<file path="src/rtl/tetris_pkg.sv">
`default_nettype none
// ============================================================================
// Module      : tetris_pkg
// Description : Shared definitions for the player-input front end: movement
//               codes (same encoding as the block logic), button indices in
//               grant-priority order, and the auto-repeat FSM state encoding.
// Revision    : 1.0 - initial release
// ============================================================================
package tetris_pkg;

  // Movement codes presented to the block logic.
  typedef enum logic [2:0] {
    MOVE_CW    = 3'b000,
    MOVE_ACW   = 3'b001,
    MOVE_DOWN  = 3'b010,
    MOVE_LEFT  = 3'b011,
    MOVE_RIGHT = 3'b100,
    MOVE_NONE  = 3'b101
  } move_e;

  // Button indices; lower index wins arbitration.
  localparam int NUM_BTN   = 5;
  localparam int BTN_CW    = 0;
  localparam int BTN_ACW   = 1;
  localparam int BTN_DOWN  = 2;
  localparam int BTN_LEFT  = 3;
  localparam int BTN_RIGHT = 4;

  // Auto-repeat FSM states.
  typedef enum logic [1:0] {
    RPT_IDLE = 2'd0,
    RPT_WAIT = 2'd1,
    RPT_RUN  = 2'd2
  } rpt_state_e;

  // Map a button index onto its movement code.
  function automatic move_e btn_to_move(input int idx);
    case (idx)
      BTN_CW:    return MOVE_CW;
      BTN_ACW:   return MOVE_ACW;
      BTN_DOWN:  return MOVE_DOWN;
      BTN_LEFT:  return MOVE_LEFT;
      BTN_RIGHT: return MOVE_RIGHT;
      default:   return MOVE_NONE;
    endcase
  endfunction

endpackage
`default_nettype wire

</file>
<file path="src/rtl/button_debounce.sv">
`default_nettype none
// ============================================================================
// Module      : button_debounce
// Description : Two-flop synchroniser, debounce counter and rising-edge pulse
//               for one raw push-button.
// Ports       : clk, reset  - clock, synchronous active-high reset
//               i_raw       - raw asynchronous button level
//               o_stable    - debounced level
//               o_press     - one-cycle pulse, coincident with the first
//                             cycle o_stable reads high
// Revision    : 1.0 - initial release
// ============================================================================
module button_debounce #(
  parameter int DEBOUNCE_CYCLES = 1000000,
  parameter int CNT_W           = 25
) (
  input  logic clk,
  input  logic reset,
  input  logic i_raw,
  output logic o_stable,
  output logic o_press
);

  localparam logic [CNT_W-1:0] c_DEB_LAST = CNT_W'(DEBOUNCE_CYCLES - 1);

  logic             r_s1;
  logic             r_s2;
  logic             r_stable;
  logic             r_press;
  logic [CNT_W-1:0] r_cnt;

  always_ff @(posedge clk) begin
    if (reset) begin
      r_s1     <= 1'b0;
      r_s2     <= 1'b0;
      r_stable <= 1'b0;
      r_press  <= 1'b0;
      r_cnt    <= '0;
    end else begin
      r_s1    <= i_raw;
      r_s2    <= r_s1;
      r_press <= 1'b0;
      if (r_s2 == r_stable) begin
        // Any return to the stable level restarts the qualification window.
        r_cnt <= '0;
      end else if (r_cnt == c_DEB_LAST) begin
        r_stable <= r_s2;
        r_cnt    <= '0;
        // Pulse is raised on the same edge the level flips high, so the
        // press and the new stable level appear together.
        r_press  <= r_s2;
      end else begin
        r_cnt <= r_cnt + CNT_W'(1);
      end
    end
  end

  assign o_stable = r_stable;
  assign o_press  = r_press;

endmodule
`default_nettype wire

</file>
<file path="src/rtl/move_input_ctrl.sv">
`default_nettype none
// ============================================================================
// Module      : move_input_ctrl
// Description : Player-button front end. Debounces five buttons, auto-repeats
//               down/left/right while held, queues simultaneous requests and
//               issues one registered movement code per accepted event.
// Ports       : clk, reset   - clock, synchronous active-high reset
//               enable       - low discards pending events, ignores new ones
//               clockwise, anti_clkwise, down, left, right - raw buttons
//               movement     - registered movement code, MOVE_NONE when idle
// Revision    : 1.0 - initial release
// ============================================================================
module move_input_ctrl
  import tetris_pkg::*;
#(
  parameter int DEBOUNCE_CYCLES = 1000000,
  parameter int REPEAT_DELAY    = 25000000,
  parameter int REPEAT_PERIOD   = 10000000,
  parameter int CNT_W           = 25
) (
  input  logic       clk,
  input  logic       reset,
  input  logic       enable,
  input  logic       clockwise,
  input  logic       anti_clkwise,
  input  logic       down,
  input  logic       left,
  input  logic       right,
  output logic [2:0] movement
);

  localparam logic [CNT_W-1:0] c_DLY_LAST = CNT_W'(REPEAT_DELAY - 1);
  localparam logic [CNT_W-1:0] c_PER_LAST = CNT_W'(REPEAT_PERIOD - 1);

  logic [NUM_BTN-1:0] w_raw;
  logic [NUM_BTN-1:0] w_stable;
  logic [NUM_BTN-1:0] w_press;
  logic [NUM_BTN-1:0] w_rpt_evt;
  logic [NUM_BTN-1:0] w_set;
  logic [NUM_BTN-1:0] w_grant;
  logic               w_found;
  logic [2:0]         w_move;

  logic [NUM_BTN-1:0] r_pending;
  logic [2:0]         r_movement;

  // Bit order follows the grant priority.
  assign w_raw = {right, left, down, anti_clkwise, clockwise};

  genvar gi;
  generate
    for (gi = 0; gi < NUM_BTN; gi++) begin : g_btn
      button_debounce #(
        .DEBOUNCE_CYCLES (DEBOUNCE_CYCLES),
        .CNT_W           (CNT_W)
      ) u_deb (
        .clk      (clk),
        .reset    (reset),
        .i_raw    (w_raw[gi]),
        .o_stable (w_stable[gi]),
        .o_press  (w_press[gi])
      );

      if (gi >= BTN_DOWN) begin : g_rpt
        rpt_state_e       r_state;
        logic [CNT_W-1:0] r_hold;

        // The FSM runs independently of enable so a held button keeps its
        // repeat cadence across a pause.
        always_ff @(posedge clk) begin
          if (reset) begin
            r_state <= RPT_IDLE;
            r_hold  <= '0;
          end else if (!w_stable[gi]) begin
            r_state <= RPT_IDLE;
            r_hold  <= '0;
          end else begin
            case (r_state)
              RPT_IDLE: begin
                r_hold <= '0;
                if (w_press[gi]) r_state <= RPT_WAIT;
              end
              RPT_WAIT: begin
                if (r_hold == c_DLY_LAST) begin
                  r_state <= RPT_RUN;
                  r_hold  <= '0;
                end else begin
                  r_hold <= r_hold + CNT_W'(1);
                end
              end
              RPT_RUN: begin
                if (r_hold == c_PER_LAST) r_hold <= '0;
                else                      r_hold <= r_hold + CNT_W'(1);
              end
              default: begin
                r_state <= RPT_IDLE;
                r_hold  <= '0;
              end
            endcase
          end
        end

        // Gated by the stable level so the release cycle cannot fire.
        assign w_rpt_evt[gi] = w_stable[gi] &&
                               (((r_state == RPT_WAIT) && (r_hold == c_DLY_LAST)) ||
                                ((r_state == RPT_RUN)  && (r_hold == c_PER_LAST)));
      end else begin : g_norpt
        assign w_rpt_evt[gi] = 1'b0;
      end
    end
  endgenerate

  // Rotation buttons never repeat, so their stable levels have no consumer.
  logic w_unused_stable;
  assign w_unused_stable = &{1'b0, w_stable[BTN_ACW:BTN_CW]};

  assign w_set = w_press | w_rpt_evt;

  // Fixed-priority grant: lowest pending index wins.
  always_comb begin
    w_grant = '0;
    w_found = 1'b0;
    w_move  = MOVE_NONE;
    for (int i = 0; i < NUM_BTN; i++) begin
      if (r_pending[i] && !w_found) begin
        w_grant[i] = 1'b1;
        w_found    = 1'b1;
        w_move     = btn_to_move(i);
      end
    end
  end

  always_ff @(posedge clk) begin
    if (reset || !enable) begin
      r_pending  <= '0;
      r_movement <= MOVE_NONE;
    end else begin
      // A new event on a bit being granted re-arms it (set wins over clear).
      r_pending  <= w_set | (r_pending & ~w_grant);
      r_movement <= w_move;
    end
  end

  assign movement = r_movement;

endmodule
`default_nettype wire

</file>
<file path="config.mk">
export PLATFORM = sky130hd
export DESIGN_NAME = move_input_ctrl
export DESIGN_NICKNAME = d
export VERILOG_FILES = /design/src/rtl/tetris_pkg.sv /design/src/rtl/button_debounce.sv /design/src/rtl/move_input_ctrl.sv
export SDC_FILE = /design/constraint.sdc
export NUM_CORES = 1
export LEC_CHECK = 0
export ABC_AREA = 1
export CAP_MARGIN = 10
export CORE_MARGIN = 2
export CORE_UTILIZATION = 49
export DETAILED_ROUTE_END_ITERATION = 8
export PLACE_DENSITY = 0.67
export SYNTH_ARGS = -nofsm -noshare
export SYNTH_HDL_FRONTEND = slang
export SYNTH_SLANG_ARGS = --single-unit
</file>
<file path="constraint.sdc">
create_clock -name clk -period 1.6 [get_ports clk]
set_input_delay 0.32 -clock clk [delete_from_list [all_inputs] [get_ports clk]]
set_output_delay 0.32 -clock clk [all_outputs]
set_load 0.01 [all_outputs]
</file>
==> reports/summary.txt <==
run status = finished with violations
failing checks = negative setup slack
ant diodes = 0
GPL Wtd Cong = 0.898
nets = 1961
Root Driver = clkbuf_16
crit end category = register
row cnt = 57
worst relative slew slack = 0.752
WP data required = 2020 ps
die width = 161 um
Total Neg Setup Slack = -243 ps
1st-iter DRT viols = 708
PD cells = 819 nW/um^2
setup ws final = -36.8 ps
asr flop ratio synth = 0
GRT Residual Overflow = 0
R2R setup slack = -40 ps
sequential share of the synthesized area = 0.389
die height = 161 um
global-route wire length before repair = 46100 um
synthesized area = 12100 sq um
Post-synth EDFFs = 0
Synth area leader = dfxtp_1
Mapped Nets = 1790
Ports = 11
Syn-to-layout area delta = 28.4%
min cycle time layout = 1640 ps
WL final = 28500 um
DP HPWL = 19200 um
post-route clock period utilization = 1.02
largest net degree at the start of global routing = 26
dpl cell area = 13300 sq um
worst hold slack = 312 ps
Peak VDD IR = 0.000780 V
initial antenna violation count = 0
pre-CTS WS = -208 ps
clock skew = 23.6 ps
vias in the first global route = 10600
clock sinks = 234
top post-synthesis cells by area = dfxtp_1, nand2_1, nor2_1
Finished Cell Area = 15500 sq um
Starting Density = 0.497
final setup fails = 14
Slew @ Worst Pin = 369 ps
startpoint types = register
Seq cells post-synth = 234
f_max = 0.611 GHz
CTS max path bufs = 3
port bufs = 10
WP data arrival = 2060 ps
die area = 25900 sq um
RSZ-0062 raised after global routing = yes
Final Hold Viols = 0
synth warn = 0
Post-Syn Instances = 1765
share of cells above drive strength 1 = 0.215
DR WL/cell = 12.5 um
Worst-Skew Late Latency = 550 ps
CTS buffer count = 28
core outline area = 24200 sq um
H-tree level count = 1
DRC = 0
Via Count = 11300
Lkg Pwr = 5.58 nW
post-route total power = 12.7 mW
Top FF cell, synth = dfxtp_1
Worst-path clk slew = 60 ps
CTS tree = yes
via-per-instance ratio = 4.96
Total Routing Usage GR = 0.207
Setup CP Type = reg -> reg
Pre-antenna DRT Iters = 5
Worst Hold Class = in -> reg
post-synth top area share = 0.389
critical path peak fanout = 6
Max-Cap Viols = 0
max-slew violations = 0
Synth cell types = 37
Avg Cell Area, Syn = 6.83 sq um
Antenna Nets Post-Route = 0
-- sequential cells by signal, summed over array words and instances, names as in the netlist --
register	cells
g_btn.u_deb.r_cnt	125
g_btn.g_rpt.r_hold	75
g_btn.g_rpt.r_state	6
g_btn.u_deb.o_press	5
g_btn.u_deb.o_stable	5
g_btn.u_deb.r_s1	5
g_btn.u_deb.r_s2	5
r_pending	5
movement	3
-- cell families (layout without fill, tap and decap cells) --
group | Yosys count | after routing | share of synthesized area
AND/OR/NAND/NOR | 1057 | 1058 | 0.393
buffers and inverters | 267 | 458 | 0.0909
flip-flops | 234 | 234 | 0.389
XOR/XNOR | 97 | 97 | 0.0705
AO/OA/AOI/OAI | 93 | 93 | 0.0392
adder cells (fa/ha/maj) | 17 | 17 | 0.0176
-- where the power goes --
part           total (mW)  switching [mW]  internal (mW)  leakage, nW
Clock                6.68            2.55           4.13        0.483
Combinational       0.140          0.0754         0.0642         3.20
Sequential           5.85         0.00964           5.84         1.90
Total                12.7            2.64           10.0         5.58
-- routing by layer --
layer	up-vias	part of all wire	global-route usage	wire, um
met3	44	0.038	0.0248	1080
met2	198	0.49	0.369	14000
met4	0	0.017	0.0487	477
met5	-	0	0	0
li1	5901	-	-	-
met1	5168	0.45	0.267	13000
-- cell usage after synthesis, types with 4 or more instances --
cell type  instances
inv_1            246
ha_1              17
nand2_2           12
nand2_1          383
nand4_1           52
nor2_2            30
xnor2_1           31
nor3_1            65
nand3_1          108
xor2_1            66
or2_2              7
nor2_4             6
dfxtp_1          234
nor3_2             5
nor4_1             4
o21ai_0           22
a21oi_1           67
nand3_2           10
nor2_1           348
buf_6             10
nand3b_1          10
buf_4              5
-- area by class of cell --
class                   count  area, sq um
inverters                 250          940
fillers                  2104         8770
repair buffers            157         1490
clock buffers              38          830
clock inverters            13          165
flip-flops and latches    234         4720
multi-input cells        1265         6930
well taps                 324          405
-- critical path, cell delays in order, from the launching register on --
cell	delay [ps]
dfxtp_2	360
ha_4	150
nand2_4	70
nor2_4	130
inv_2	60
nor2_4	120
nand2_2	70
nand2_4	100
nand2_4	60
nand3_4	160
clkbuf_16	190
nor2_1	40
-- metrics by stage --
step / instances / util
2_1_floorplan: 1765 / -
6_report: 2281 / 0.638
3_3_place_gp: 2193 / 0.549
5_1_grt: 2281 / 0.638
3_5_place_dp: 2193 / 0.549
4_1_cts: 2252 / 0.599
-- cells in the final DEF, fill, tap and decap left out, types with 52 or more instances in the layout --
cell and n:
nor3_1 55, nand4_1 52, nor2_2 67, dfxtp_1 211
nor2_1 286, xor2_1 66, nand3_1 103, a21oi_1 62
nand2_1 362, buf_4 123, inv_1 240
-- worst paths after layout --
check | to | startpoint | depth (start not counted)
setup / recovery | g_btn[2].g_rpt.r_hold[15] | g_btn[2].g_rpt.r_hold[1] | 11
hold / removal | g_btn[1].u_deb.r_s1 | anti_clkwise | 3
setup reg to reg | g_btn[2].g_rpt.r_hold[15] | g_btn[2].g_rpt.r_hold[1] | 11
hold reg to reg | g_btn[1].u_deb.r_s2 | g_btn[1].u_deb.r_s1 | 2
-- what timing repair did --
item,4_1_cts,5_1_grt
pin swaps,12,55
setup endpoints to repair,105,208
hold buffers,0,0
gates cloned,3,10
gates resized for setup,39,173
buffers inserted,5,21
No activity file was read; power rests on OpenSTA's default activity.
